**config.mk**
```make
export PLATFORM = sky130hd
export DESIGN_NAME = reg_bus_arb_flat
export DESIGN_NICKNAME = d
export VERILOG_FILES = /design/src/rtl/reg_bus_pkg.sv /design/src/rtl/reg_bus_arb_if.sv /design/src/rtl/rr_pick.sv /design/src/rtl/reg_bus_arb.sv /design/src/flat_wrapper.sv
export SDC_FILE = /design/constraint.sdc
export NUM_CORES = 1
export LEC_CHECK = 0
export CORE_MARGIN = 2
export CORE_UTILIZATION = 44
export CTS_CLUSTER_DIAMETER = 60
export DETAILED_ROUTE_END_ITERATION = 16
export GPL_ROUTABILITY_DRIVEN = 0
export PLACE_DENSITY = 0.95
export SYNTH_ARGS = -nofsm -noshare
export SYNTH_HDL_FRONTEND = slang
export SYNTH_SLANG_ARGS = --single-unit
```
**constraint.sdc**
```tcl
create_clock -name clk -period 4.29 [get_ports clk]
set_clock_uncertainty 0.05 [all_clocks]
set_input_delay 1.0725 -clock clk [delete_from_list [all_inputs] [get_ports clk]]
set_output_delay 1.0725 -clock clk [all_outputs]
set_load 0.02 [all_outputs]
```
**src/rtl/reg_bus_pkg.sv**
```systemverilog
// Shared types and sizing helpers for the register-bus arbiter.
// Latency: n/a (declarations only).
// Backpressure: n/a.
package reg_bus_pkg;

  typedef enum logic [1:0] {IDLE, ISSUE, RD_CAPT, RD_WAIT} rb_state_e;

  localparam int RB_ADDR_W = 8;
  localparam int RB_DATA_W = 16;

  // The timeout counter only ever holds 0..timeout-1, so clog2(timeout) bits suffice.
  function automatic int tmo_w(input int timeout);
    return (timeout < 2) ? 1 : $clog2(timeout);
  endfunction

endpackage

```
**src/rtl/reg_bus_arb_if.sv**
```systemverilog
// Register-bus link between the arbiter (master) and the shared register slave.
// Latency: n/a (wires only).
// Backpressure: slave paces transfers with ready; master holds sel/wr/addr/wdata until done.
// Ports: sel, wr, addr, wdata (master->slave); rdata, ready (slave->master).
interface reg_bus_arb_if import reg_bus_pkg::*; #(
  parameter int ADDR_WIDTH = RB_ADDR_W,
  parameter int DATA_WIDTH = RB_DATA_W
) ();

  logic                  sel;
  logic                  wr;
  logic [ADDR_WIDTH-1:0] addr;
  logic [DATA_WIDTH-1:0] wdata;
  logic [DATA_WIDTH-1:0] rdata;
  logic                  ready;

  modport master (output sel, wr, addr, wdata, input rdata, ready);
  modport slave  (input sel, wr, addr, wdata, output rdata, ready);

endinterface

```
**src/rtl/rr_pick.sv**
```systemverilog
// Round-robin picker: first eligible requester searching upward from rr_last+1.
// Latency: combinational.
// Backpressure: none; caller masks the eligible vector.
// Ports: eligible, rr_last in; grant (one-hot), grant_idx, any out.
module rr_pick import reg_bus_pkg::*; #(
  parameter int NUM_REQ = 2,
  parameter int IDX_W   = 1
) (
  input  logic [NUM_REQ-1:0] eligible,
  input  logic [IDX_W-1:0]   rr_last,
  output logic [NUM_REQ-1:0] grant,
  output logic [IDX_W-1:0]   grant_idx,
  output logic               any
);

  always_comb begin
    int idx;
    idx       = 0;
    grant     = '0;
    grant_idx = '0;
    any       = 1'b0;
    // k=1 first so the previous winner is considered last.
    for (int k = 1; k <= NUM_REQ; k++) begin
      idx = (int'(rr_last) + k) % NUM_REQ;
      if (!any && eligible[IDX_W'(idx)]) begin
        any                   = 1'b1;
        grant[IDX_W'(idx)]    = 1'b1;
        grant_idx             = IDX_W'(idx);
      end
    end
  end

endmodule

```
**src/rtl/reg_bus_arb.sv**
```systemverilog
// Round-robin arbiter/sequencer sharing one register slave between NUM_REQ requesters.
// Latency: write ack 2 edges after req is seen, read ack 3 edges; all outputs registered.
// Backpressure: waits on slave ready up to TIMEOUT cycles, then acks with ack_err.
// Ports: clk, rstn; req/req_wr/req_addr/req_wdata in; ack/ack_err/ack_rdata out; m (slave bus).
module reg_bus_arb import reg_bus_pkg::*; #(
  parameter int NUM_REQ    = 2,
  parameter int ADDR_WIDTH = RB_ADDR_W,
  parameter int DATA_WIDTH = RB_DATA_W,
  parameter int TIMEOUT    = 15
) (
  input  logic                          clk,
  input  logic                          rstn,
  input  logic [NUM_REQ-1:0]            req,
  input  logic [NUM_REQ-1:0]            req_wr,
  input  logic [NUM_REQ*ADDR_WIDTH-1:0] req_addr,
  input  logic [NUM_REQ*DATA_WIDTH-1:0] req_wdata,
  output logic [NUM_REQ-1:0]            ack,
  output logic                          ack_err,
  output logic [DATA_WIDTH-1:0]         ack_rdata,
  reg_bus_arb_if.master                 m
);

  localparam int IDX_W = (NUM_REQ > 1) ? $clog2(NUM_REQ) : 1;
  localparam int TMO_W = tmo_w(TIMEOUT);
  localparam logic [TMO_W-1:0] TMO_LAST = TMO_W'(TIMEOUT - 1);

  rb_state_e             state_q, state_d;
  logic [NUM_REQ-1:0]    gnt_q, gnt_d;
  logic [IDX_W-1:0]      rr_last_q, rr_last_d;
  logic [TMO_W-1:0]      tmo_q, tmo_d;
  logic [NUM_REQ-1:0]    ack_q, ack_d;
  logic                  err_q, err_d;
  logic [DATA_WIDTH-1:0] rdata_q, rdata_d;
  logic                  sel_q, sel_d;
  logic                  wr_q, wr_d;
  logic [ADDR_WIDTH-1:0] addr_q, addr_d;
  logic [DATA_WIDTH-1:0] wdata_q, wdata_d;

  logic [NUM_REQ-1:0]    eligible;
  logic [NUM_REQ-1:0]    pick_oh;
  logic [IDX_W-1:0]      pick_idx;
  logic                  pick_any;

  // A requester being acked this cycle still has req high; masking it avoids a double grant.
  assign eligible = req & ~ack_q;

  rr_pick #(.NUM_REQ(NUM_REQ), .IDX_W(IDX_W)) u_pick (
    .eligible  (eligible),
    .rr_last   (rr_last_q),
    .grant     (pick_oh),
    .grant_idx (pick_idx),
    .any       (pick_any)
  );

  always_ff @(posedge clk or negedge rstn) begin
    if (!rstn) begin
      state_q   <= IDLE;
      gnt_q     <= '0;
      rr_last_q <= IDX_W'(NUM_REQ - 1);
      tmo_q     <= '0;
      ack_q     <= '0;
      err_q     <= 1'b0;
      rdata_q   <= '0;
      sel_q     <= 1'b0;
      wr_q      <= 1'b0;
      addr_q    <= '0;
      wdata_q   <= '0;
    end else begin
      state_q   <= state_d;
      gnt_q     <= gnt_d;
      rr_last_q <= rr_last_d;
      tmo_q     <= tmo_d;
      ack_q     <= ack_d;
      err_q     <= err_d;
      rdata_q   <= rdata_d;
      sel_q     <= sel_d;
      wr_q      <= wr_d;
      addr_q    <= addr_d;
      wdata_q   <= wdata_d;
    end
  end

  always_comb begin
    state_d   = state_q;
    gnt_d     = gnt_q;
    rr_last_d = rr_last_q;
    tmo_d     = tmo_q;
    ack_d     = '0;
    err_d     = 1'b0;
    rdata_d   = rdata_q;
    sel_d     = sel_q;
    wr_d      = wr_q;
    addr_d    = addr_q;
    wdata_d   = wdata_q;
    unique case (state_q)
      IDLE: begin
        if (pick_any) begin
          for (int i = 0; i < NUM_REQ; i++) begin
            if (pick_oh[i]) begin
              wr_d    = req_wr[i];
              addr_d  = req_addr[i*ADDR_WIDTH +: ADDR_WIDTH];
              wdata_d = req_wdata[i*DATA_WIDTH +: DATA_WIDTH];
            end
          end
          gnt_d     = pick_oh;
          rr_last_d = pick_idx;
          tmo_d     = '0;
          sel_d     = 1'b1;
          state_d   = ISSUE;
        end
      end
      ISSUE: begin
        if (m.ready) begin
          if (wr_q) begin
            ack_d   = gnt_q;
            rdata_d = '0;
            sel_d   = 1'b0;
            state_d = IDLE;
          end else begin
            state_d = RD_CAPT;
          end
        end else if (tmo_q == TMO_LAST) begin
          ack_d   = gnt_q;
          err_d   = 1'b1;
          rdata_d = '0;
          sel_d   = 1'b0;
          state_d = IDLE;
        end else begin
          tmo_d = tmo_q + 1'b1;
        end
      end
      RD_CAPT: begin
        // Data is valid the cycle after acceptance; sel stays up through the slave's recovery.
        rdata_d = m.rdata;
        ack_d   = gnt_q;
        tmo_d   = '0;
        state_d = RD_WAIT;
      end
      RD_WAIT: begin
        // Requester already has its ack, so a recovery timeout just releases the bus.
        if (m.ready || tmo_q == TMO_LAST) begin
          sel_d   = 1'b0;
          state_d = IDLE;
        end else begin
          tmo_d = tmo_q + 1'b1;
        end
      end
      default: state_d = IDLE;
    endcase
  end

  assign ack       = ack_q;
  assign ack_err   = err_q;
  assign ack_rdata = rdata_q;
  assign m.sel     = sel_q;
  assign m.wr      = wr_q;
  assign m.addr    = addr_q;
  assign m.wdata   = wdata_q;

endmodule

```
**src/flat_wrapper.sv**
```systemverilog
// flat-port wrapper written by rule: the top's interface ports become plain ports
module reg_bus_arb_flat import reg_bus_pkg::*;
#(
  parameter int NUM_REQ    = 2,
  parameter int ADDR_WIDTH = RB_ADDR_W,
  parameter int DATA_WIDTH = RB_DATA_W,
  parameter int TIMEOUT    = 15
)
  (clk, rstn, req, req_wr, req_addr, req_wdata, ack, ack_err, ack_rdata, m_sel, m_wr, m_addr, m_wdata, m_rdata, m_ready);
  reg_bus_arb_if #(.ADDR_WIDTH(ADDR_WIDTH), .DATA_WIDTH(DATA_WIDTH)) m_i ();
  input  logic clk;
  input  logic rstn;
  input  logic [NUM_REQ-1:0] req;
  input  logic [NUM_REQ-1:0] req_wr;
  input  logic [NUM_REQ*ADDR_WIDTH-1:0] req_addr;
  input  logic [NUM_REQ*DATA_WIDTH-1:0] req_wdata;
  output logic [NUM_REQ-1:0] ack;
  output logic ack_err;
  output logic [DATA_WIDTH-1:0] ack_rdata;
  output wire logic [$bits(m_i.sel)-1:0] m_sel;
  output wire logic [$bits(m_i.wr)-1:0] m_wr;
  output wire logic [$bits(m_i.addr)-1:0] m_addr;
  output wire logic [$bits(m_i.wdata)-1:0] m_wdata;
  input wire logic [$bits(m_i.rdata)-1:0] m_rdata;
  input wire logic [$bits(m_i.ready)-1:0] m_ready;
  assign m_sel = m_i.sel;
  assign m_wr = m_i.wr;
  assign m_addr = m_i.addr;
  assign m_wdata = m_i.wdata;
  assign m_i.rdata = m_rdata;
  assign m_i.ready = m_ready;
  reg_bus_arb #(.NUM_REQ(NUM_REQ), .ADDR_WIDTH(ADDR_WIDTH), .DATA_WIDTH(DATA_WIDTH), .TIMEOUT(TIMEOUT)) u_core (.clk(clk), .rstn(rstn), .req(req), .req_wr(req_wr), .req_addr(req_addr), .req_wdata(req_wdata), .ack(ack), .ack_err(ack_err), .ack_rdata(ack_rdata), .m(m_i));
endmodule
```
Yosys cells after proc, flatten, opt, wreduce, memory -nomap -nowiden. Cells that the tools add are included.

Bits in registers: 54. Bits of input ports: 71. Output and inout port bits: 45. Logic and storage cells: 95.

$add $sub $neg: 3. $lt $le $gt $ge: 4. Equal/unequal tests: 11. Muxes and demuxes: 48. Bitwise operators: 3. Reduce and logical (&&, ||, !) cells: 15.

Operators by type and width (count): 16-bit two-way mux (5); 16-bit case mux with 2 select lines (1); 1-bit two-way mux (20); 2-bit two-way mux (10); 4-bit two-way mux (4); 8-bit two-way mux (2); 4-bit case mux with 4 select lines (1); 3-bit AND reduction (3); 2-bit case mux with 4 select lines (1); 1-bit by 3-bit < comparator with 1-bit output, second input constant (2); 2-bit != test, second input constant (3); 3-bit by 2-bit != test with 1-bit output, second input constant (2); 5-bit AND reduction (1); 4-bit by 1-bit adder with 4-bit output, second input constant (1); 2-bit == test, second input constant (2); 4-bit == test, second input constant (1); 2-bit by 1-bit != test with 1-bit output, second input constant (2); 2-bit case mux with 2 select lines (1); 4-bit AND reduction (1); 2-bit nonzero test (2); 1-bit logical AND (3); 1-bit case mux with 3 select lines (1); 3-bit nonzero test (1); 1-bit adder, second input constant (2); 10 further kinds (12).

Longest topological paths before layout. Gate-level depths: netlist of run 1.

Depth in word-level cells: 10. Mapped depth: 7. Mapped depth without buffers: 5.

By module. From an unflattened synthesis of run 1, not the netlist that was laid out.

Cells, all modules: 219. Area total of the unflattened synthesis: 2481.1 sq um.

By module, submodules not included: reg_bus_arb (instances 1, cells an instance 214, area each 2446.1 sq um, sequential area each 1352.5 sq um); rr_pick (instances 1, cells an instance 5, area each 35.0 sq um, sequential area each 0.0 sq um).

Least setup slack after synthesis of run 1. Ideal clock, no wire load.

Path kind: input to register. Start: input port m_ready. End: register u_core.rdata_q[10] (netlist: u_core.ack_rdata[10]). Setup time: 0.079 ns. Data arrival time: 2.115 ns. Data required time: 4.161 ns. Setup slack: 2.045 ns. Cell stages on the path: 4. Cells stage by stage: and3b_4 a311oi_4 buf_8 mux2i_1.

Longest elaborated chain between the ends: 2. Elaborated cells between the ends (all ways): 5.

RTL lines: from (decl) (RTL line flat_wrapper.sv:25) `input wire logic [$bits(m_i.ready)-1:0] m_ready;`; 3-bit by 2-bit != test with 1-bit output (no source line) or 16-bit two-way mux (tied branches); 3-bit AND reduction (no source line) or 16-bit case mux with 2 select lines (tied branches); to (signal assigned) (RTL line reg_bus_arb.sv:75) `rdata_q <= rdata_d;`; to (decl) (RTL line reg_bus_arb.sv:33) `logic [DATA_WIDTH-1:0] rdata_q, rdata_d;`.

Parallel ways exist; a longest one is shown, timed or not. A chain may end at the register's enable or synchronous reset.

Worst setup path in the final report of run 1.
Start: register u_core.wr_q (netlist: u_core.m.wr). End: output port m_wr.

RTL lines: from (decl) (RTL line reg_bus_arb.sv:35) `logic wr_q, wr_d;`; from (signal assigned) (RTL line reg_bus_arb.sv:77) `wr_q <= wr_d;`; to (decl) (RTL line flat_wrapper.sv:21) `output wire logic [$bits(m_i.wr)-1:0] m_wr;`.

No word-level cell between the ends.

==> results of run 1 <==
[final timing paths]
| check | start | end | slack [ns] | cells after the start |
|---|---|---|---|---|
| min in group asynchronous | rstn | u_core.ack_rdata[5] | 0.69 | 1 |
| setup reg to reg | u_core.state_q[1] | u_core.state_q[1] | 2.27 | 5 |
| hold / removal | u_core.rr_last_q | u_core.rr_last_q | 0.46 | 1 |
| setup / recovery | u_core.m.wr | m_wr | 1.83 | 1 |
| max in group asynchronous | rstn | u_core.rr_last_q | 2.69 | 2 |
| hold reg to reg | u_core.rr_last_q | u_core.rr_last_q | 0.46 | 1 |
[through the flow]
step           total power [mW]  util [%]  worst slack (ns)  area (um2)  hold WS (ns)
6_report                   2.31      66.2              1.83        3450         0.460
2_1_floorplan              1.55         -              2.05        2410         0.419
4_1_cts                    2.33      66.2              1.82        3450         0.455
3_5_place_dp               2.02      64.4              1.50        3350         0.443
3_3_place_gp               1.97      64.4              1.58        3350         0.426
5_1_grt                    2.44      66.2              1.78        3450         0.460
[registers in the layout, summed over array words and instances (netlist names)]
| register | cells |
|---|---|
| u_core.state_q | 2 |
| u_core.m.wr | 1 |
| u_core.rr_last_q | 1 |
| u_core.ack_err | 1 |
| u_core.m.addr | 8 |
| u_core.ack | 2 |
| u_core.gnt_q | 1 |
| u_core.ack_rdata | 16 |
| u_core.m.wdata | 16 |
| u_core.tmo_q | 4 |
| u_core.m.sel | 1 |
[power by group]
| group | switching [mW] | internal (mW) | leakage [nW] |
|---|---|---|---|
| Combinational | 0.591 | 0.613 | 0.788 |
| Clock | 0.165 | 0.131 | 0.0512 |
| Sequential | 0.114 | 0.694 | 0.670 |
| Total | 0.870 | 1.44 | 1.51 |
[logic make-up after synthesis]
logic type / Yosys count / share of synthesized area, %
compound gates: 20 / 7.42
xor+xnor: 1 / 0.363
fa+ha+maj: 7 / 3.63
buf+inv: 30 / 5.86
flops: 53 / 55.0
mux: 44 / 19.6
other cells: 1 / 0.155
simple gates: 36 / 7.94
[cells in the final DEF, fill, tap and decap left out, types with 2 or more instances in the layout]
master           count
a2111oi_0            3
a211o_1              4
and2_1               2
and3_1               2
buf_4                3
clkbuf_8             6
clkdlybuf4s50_1     88
dfrtp_1             52
ha_1                 7
inv_1               22
mux2_2              26
mux2i_1             18
nand2_1             18
nand3_1              2
nand4b_1             2
nor2_1               2
o21ai_0              2
[final cells by class]
class	count	share of cell area (%)
clock buffer	6	2.40
clock inverter	2	0.399
inverter	22	2.40
multi-input combinational	109	27.4
sequential	53	38.5
tap	70	2.54
timing repair buffer	92	26.4
[per-layer routing]
layer	vias up	GRT usage [%]	wire (um)
li1	835	-	-
met1	878	22.7	2320
met2	68	32.0	2690
met3	6	4.83	353
met4	0	5.09	40
met5	-	0	0
==> results.yml, run 1 <==
outcome:
  status: "completed"
detailed_routing:
  wire_per_inst_um: 15.3
  drt_iter0_drc: 129
  ant_nets: 0
  vias: 1787
  vias_per_cell: 5.05
  wl_um: 5400
  drc_errors: 0
  drtPass1Iterations: 4
grt:
  grt_max_degree: 30
  antenna_found_initial: 0
  track_usage_pct: 18.4
  grt_pass1_wl_um: 8870
  gr-total-overflow: 0
  grt_pass1_vias: 1873
yosys:
  synth_fp_nets: 270
  seq_area_frac_synth_pct: 55.0
  async_flop_share_pct: 100
  avgSynthCellArea_um2: 12.6
  synth-seq-cells: 53
  ys_dominant_reg_cell: "dfrtp_1"
  synth_area_leaders: "dfrtp_1 (54%), mux2_2 (12%), mux2i_1 (7.5%)"
  syn_inst: 192
  synth_common_cells: "dfrtp_1 (52), mux2_2 (26), inv_1 (22)"
  synth_top_area_share_pct: 53.9
  synth-edff-count: 0
  synth.distinct_cells: 40
  synth_top_cell_by_area: "dfrtp_1"
  syn_area_um2: 2410
  yosysWarnings: 0
  synth_most_common_cell: "dfrtp_1"
cells_and_area:
  layout.nets: 361
  syn2layout_area_growth_pct: 42.8
  fin_cells: 354
  ff_latch_area_um2: 1330
  multi_input_area_um2: 943
  antennaDiodeCount: 0
  drive_gt1_share_pct: 16.5
  n_fill_cell: 416
clock_network:
  htree_levels: 2
  clkLatencyLatePin_ns: 0.31
  cts_made_buffers: 5
  clockBufferDepth: 2
  post-cts-setup-buffers: 0
  clkTransAtPathRegs_ns: 0.10
  clkSinkCount: 53
  cts-root-buf: "clkbuf_8"
  cts_tree: "built"
  postCtsHoldBufs: 0
  cts-resized-gates: 0
critical_path:
  cp_cell_sequence: "clkdlybuf4s50_1"
  crit_fanout: 4
  cp.arrival_ns: 1.33
  cp_data_required_time_ns: 3.17
  end_kind: "output pin"
  cp_num_buf_inv: 1
  cp_slowest_cell: "clkdlybuf4s50_1"
  cpPeakStageDelay_ns: 0.63
  critPathKind: "reg -> out"
  critPathLaunchType: "flip-flop"
  crit_family: "buffers and inverters"
placed_design:
  dp.final_hpwl_um: 3880
  port-buffer-count: 89
  dp.cells: 346
floorplan:
  die_area_um2: 6090
  io_pins: 116
  dieWidth_um: 78.0
  fp-row-count: 26
  die_h_um: 78.0
  start_util_pct: 46.3
  core_area_um2: 5200
sta:
  tns_ns: 0
  rsz0062_at_grt: "no"
  slew_headroom_pct: 56.4
  min_period_ns: 2.46
  clock.fmax_mhz: 407
  layout_worst_path_cycle_share_pct: 57.3
  hold_viol: 0
  max_slew.worst_pin.slew_ns: 0.654
  slew_viol_final: 0
  finalSetupViolCount: 0
pwr:
  peakVddDrop_mv: 0.397
  powerDensity_nw_per_um2: 670
  cellLeakagePower_nw: 1.51
run:
  maxCapViolations: 0
min_path:
  holdCritPathClass: "reg -> reg"
No activity file was read; power rests on OpenSTA's default activity.
==> run 2, diff against run 1 <==
Settings changed: CORE_UTILIZATION 44 to 37, PLACE_DENSITY 0.95 to 0.89.
Clock period 4.29 ns to 2.2 ns, I/O delays scaled along.
==> run 2 against run 1 <==
Compared with the run above:
- die area up 18%
- non-clock buffer count up 2
- final cell count up 2.5%
- critical path depth up 4
- clock-buffer cell count down 1
- via count down 1.1%
- worst setup slack worse by 1.6 ns
- critical endpoint is now u_core.state_q[1]
- largest power group unchanged
==> results.yml, run 2 (same netlist as run 1, synthesis figures left out) <==
floorplan:
  die_area_um2: 7180
  start_util_pct: 38.2
  core_area_um2: 6310
  dieWidth_um: 84.7
  die_h_um: 84.7
  io_pins: 116
  fp-row-count: 29
run:
  maxCapViolations: 0
detailed_routing:
  vias_per_cell: 4.87
  drtPass1Iterations: 4
  vias: 1768
  drt_iter0_drc: 45
  wire_per_inst_um: 14.1
  ant_nets: 0
  wl_um: 5120
  drc_errors: 0
outcome:
  status: "completed"
pwr:
  clkPwrFrac_pct: 16.6
  powerDensity_nw_per_um2: 1340
  internal_power_mw: 3.06
  switching_share_pct: 35.4
  cellLeakagePower_nw: 1.55
  comb_power_share_pct: 50.3
  p_switching_mw: 1.68
  seq_power_share_pct: 33.0
  peakVddDrop_mv: 0.724
grt:
  grt_pass1_vias: 1865
  grt_max_degree: 54
  track_usage_pct: 15.3
  grt_pass1_wl_um: 8850
  gr-total-overflow: 0
  antenna_found_initial: 0
sta:
  min_period_ns: 1.96
  max_slew.worst_pin.slew_ns: 0.655
  slew_viol_final: 0
  fin_ws_ns: 0.236
  clock.fmax_mhz: 509
  hold_ws_ns: 0.169
  layout_worst_path_cycle_share_pct: 89.3
  rsz0062_at_grt: "no"
  slew_headroom_pct: 56.3
  hold_viol: 0
  finalSetupViolCount: 0
min_path:
  holdCritPathClass: "in -> async"
critical_path:
  cp_cell_sequence: "inv_1 > ha_1 > or2_2 > a221oi_1 > mux2_2"
  cpPeakStageDelay_ns: 0.40
  cp_slowest_cell: "dfrtp_1"
  reg2reg_from: "u_core.state_q[1]"
  cp_num_cells: 5
  crit_fanout: 9
  cp_num_buf_inv: 1
  end_kind: "flip-flop"
  critPathLaunchType: "flip-flop"
  critPathKind: "reg -> reg"
  endpoint: "u_core.state_q[1]"
  r2r-end: "u_core.state_q[1]"
  cp_data_required_time_ns: 2.35
  crit_start: "u_core.state_q[1]"
  cp.arrival_ns: 2.11
  r2r_cells: 5
  crit_family: "flip-flops"
  ff2ff_setup_slack_ns: 0.24
clock_network:
  post-cts-setup-buffers: 0
  cts_tree: "built"
  cts-resized-gates: 0
  cts_made_buffers: 5
  clockBufferDepth: 2
  htree_levels: 2
  postCtsHoldBufs: 0
  clkLatencyLatePin_ns: 0.31
  clkTransAtPathRegs_ns: 0.10
  clkSinkCount: 53
  cts-root-buf: "clkbuf_8"
cells_and_area:
  n_fill_cell: 534
  drive_gt1_share_pct: 17.1
  final_util_pct: 56.2
  fin_area_um2: 3550
  layout_common_cells: "clkdlybuf4s50_1 (88), dfrtp_1 (52), mux2_2 (26), inv_1 (22)"
  layout.nets: 363
  layout_commonest_cell: "clkdlybuf4s50_1"
  antennaDiodeCount: 0
  syn2layout_area_growth_pct: 47.1
placed_design:
  placed_area_um2: 3410
  port-buffer-count: 89
  dp.final_hpwl_um: 3680
  dpl_worst_slack_ns: -0.00371
## run 2: changes by cell type in the layout (fill, tap and decap cells not counted), sizes merged
cell	before	now
clkbuf	6	5
inv	22	23
bufinv	0	2
buf	4	6
clkinv	2	0
## run 2: power by group through the flow
| stage | registers, mW | logic (mW) | clock network, mW |
|---|---|---|---|
| 2_1_floorplan | 1.96 | 1.05 | 0 |
| 3_3_place_gp | 1.56 | 2.36 | 0 |
| 3_5_place_dp | 1.59 | 2.42 | 0 |
| 4_1_cts | 1.57 | 2.43 | 0.817 |
| 5_1_grt | 1.63 | 2.57 | 0.850 |
| 6_report | 1.57 | 2.39 | 0.789 |
## run 2: final cells by class
| type | instances | area (um2) | area share (%) |
|---|---|---|---|
| sequential | 53 | 1330 | 37.4 |
| timing repair buffer | 94 | 961 | 27.1 |
| multi-input combinational | 109 | 943 | 26.6 |
| tap | 77 | 96.3 | 2.72 |
| inverter | 22 | 82.6 | 2.33 |
| clock buffer | 5 | 68.8 | 1.94 |
| clock inverter | 3 | 68.8 | 1.94 |
## run 2: worst min-delay path by stage
stage	from	endpoint	slack, ns
after floorplan	rstn	u_core.ack[0]	0.20
after global placement	u_core.rr_last_q	u_core.rr_last_q	0.43
after detailed placement	u_core.m.wdata[11]	u_core.m.wdata[11]	0.44
after CTS	rstn	u_core.m.wdata[7]	0.17
after global routing	rstn	u_core.m.wdata[0]	0.18
final	rstn	u_core.m.wdata[0]	0.17
## run 2: worst register-to-register path, stage by stage (launching register included)
cell	delay, ns
dfrtp_1	0.40
inv_1	0.09
ha_1	0.30
or2_2	0.38
a221oi_1	0.27
mux2_2	0.36
## run 2: metrics by stage
stage               TNS (ns)  std cells  total power [mW]
floorplan                  0        192              3.02
global placement           0        355              3.92
detailed placement  -0.00371        355              4.01
CTS                        0        363              4.81
global route               0        363              5.05
finish                     0        363              4.74
## run 2: layer usage
metal	part of all wire, %	up-vias	wire (um)	GRT usage [%]
met2	48	61	2440	26.1
met1	45	860	2310	19.8
met5	0	-	0	0
met4	0.82	0	42	3.46
met3	6.4	6	326	3.83
li1	-	841	-	-
==> run 3, diff against run 2 <==
Clock period 2.2 ns to 1.6 ns, I/O delays scaled along.
==> run 3 against run 2 <==
Compared with the run above:
- the run now ends with negative setup slack left
- maximum frequency is 13% higher
- combinational power increased by 59%
- first-iteration DRC count up 56%
- via count grew 7.4%
==> results.yml, run 3 (same netlist as run 1, synthesis figures left out) <==
cells_and_area:
  syn2layout_area_growth_pct: 58.4
  antennaDiodeCount: 0
  layout_commonest_cell: "dfrtp_1"
  layout_common_cells: "dfrtp_1 (52), dlygate4sd2_1 (45), clkdlybuf4s50_1 (43), mux2_2 (25), inv_1 (21)"
  fin_cells: 385
  drive_gt1_share_pct: 28.9
  layout.nets: 385
sta:
  fin_ws_ns: -0.136
  hold_viol: 0
  min_period_ns: 1.74
  slew_viol_final: 0
  layout_worst_path_cycle_share_pct: 109
  clock.fmax_mhz: 576
  finalSetupViolCount: 48
  rsz0062_at_grt: "yes"
grt:
  track_usage_pct: 16.3
  grt_max_degree: 54
  grt_pass1_vias: 1929
  grt_pass1_wl_um: 9390
  antenna_found_initial: 0
  gr-total-overflow: 0
floorplan:
  die_area_um2: 7180
  fp-row-count: 29
  io_pins: 116
  core_area_um2: 6310
  die_h_um: 84.7
  dieWidth_um: 84.7
  start_util_pct: 38.2
critical_path:
  end_kind: "flip-flop"
  ff2ff_setup_slack_ns: -0.14
  critPathLaunchType: "flip-flop"
  cp.arrival_ns: 1.91
  cp_data_required_time_ns: 1.77
  critPathKind: "reg -> reg"
  crit_fanout: 8
detailed_routing:
  drtPass1Iterations: 4
  ant_nets: 0
  vias_per_cell: 4.93
  vias: 1898
  wire_per_inst_um: 15.6
  drc_errors: 0
  wl_um: 6010
  drt_iter0_drc: 70
clock_network:
  htree_levels: 2
  clkSinkCount: 53
  clkTransAtPathRegs_ns: 0.09
  cts_tree: "built"
  cts_made_buffers: 5
  cts-root-buf: "clkbuf_8"
  clkLatencyLatePin_ns: 0.31
  clockBufferDepth: 2
min_path:
  holdCritPathClass: "in -> async"
pwr:
  cellLeakagePower_nw: 1.79
  powerDensity_nw_per_um2: 1790
  finalPower_mw: 6.85
  peakVddDrop_mv: 0.947
placed_design:
  dp.final_hpwl_um: 3990
  dp.cells: 372
  port-buffer-count: 89
run:
  maxCapViolations: 0
outcome:
  status: "complete, but fails checks"
  violations: "negative setup slack"
[run 3: repair_timing]
item,4_1_cts,5_1_grt
hold buffers,0,0
buffers inserted,5,1
pin swaps,2,12
setup endpoints to repair,79,48
cloned,1,0
resized for setup,67,20
[run 3: per-layer routing]
layer / global-route usage (%) / wire length [um] / vias to the layer above
met3: 5.11 / 392 / 9
met1: 19.9 / 2430 / 932
met5: 0 / 0 / -
met2: 27.8 / 3110 / 68
met4: 4.76 / 74 / 0
li1: - / - / 889
[run 3: through the flow]
stage / area, um2 / utilization [%] / TNS (ns) / setup WS (ns) / hold slack (ns)
global route: 3820 / 60.5 / -8.12 / -0.213 / 0.0363
detailed placement: 3530 / 56.0 / -10.20 / -0.348 / 0.376
global placement: 3530 / 56.0 / -9.31 / -0.316 / 0.363
CTS: 3750 / 59.4 / -2.05 / -0.153 / 0.0352
floorplan: 2440 / - / -4.50 / -0.241 / 0.0544
finish: 3820 / 60.5 / -3.67 / -0.136 / 0.00190
[run 3: final cells by class]
type | instances | area, um2
sequential | 53 | 1330
timing repair buffer | 116 | 1080
fill | 531 | 2490
multi-input combinational | 109 | 1120
inverter | 22 | 82.6
clock inverter | 2 | 38.8
tap | 77 | 96.3
clock buffer | 6 | 72.6
[run 3: path summary, 6_finish.rpt]
| kind | from | endpoint | cells after the start |
|---|---|---|---|
| min | rstn | u_core.ack_rdata[4] | 2 |
| min reg2reg | u_core.rr_last_q | u_core.rr_last_q | 1 |
| max | u_core.state_q[0] | u_core.ack_rdata[13] | 6 |
| max in group asynchronous | rstn | u_core.rr_last_q | 2 |
| max reg2reg | u_core.state_q[0] | u_core.ack_rdata[13] | 6 |
| min in group clk | u_core.rr_last_q | u_core.rr_last_q | 1 |
[run 3: worst max-delay path: stages, from the launching register on]
cell	delay [ns]
dfrtp_1	0.40
buf_6	0.13
ha_4	0.17
buf_6	0.13
a311oi_4	0.34
buf_6	0.22
mux2i_1	0.22
[run 3: report_power, final]
| part | internal (mW) | total, mW | leakage [nW] | switching [mW] |
|---|---|---|---|---|
| Sequential | 1.86 | 2.14 | 0.670 | 0.276 |
| Clock | 0.470 | 0.914 | 0.0554 | 0.444 |
| Combinational | 1.87 | 3.80 | 1.07 | 1.93 |
| Total | 4.20 | 6.85 | 1.79 | 2.65 |
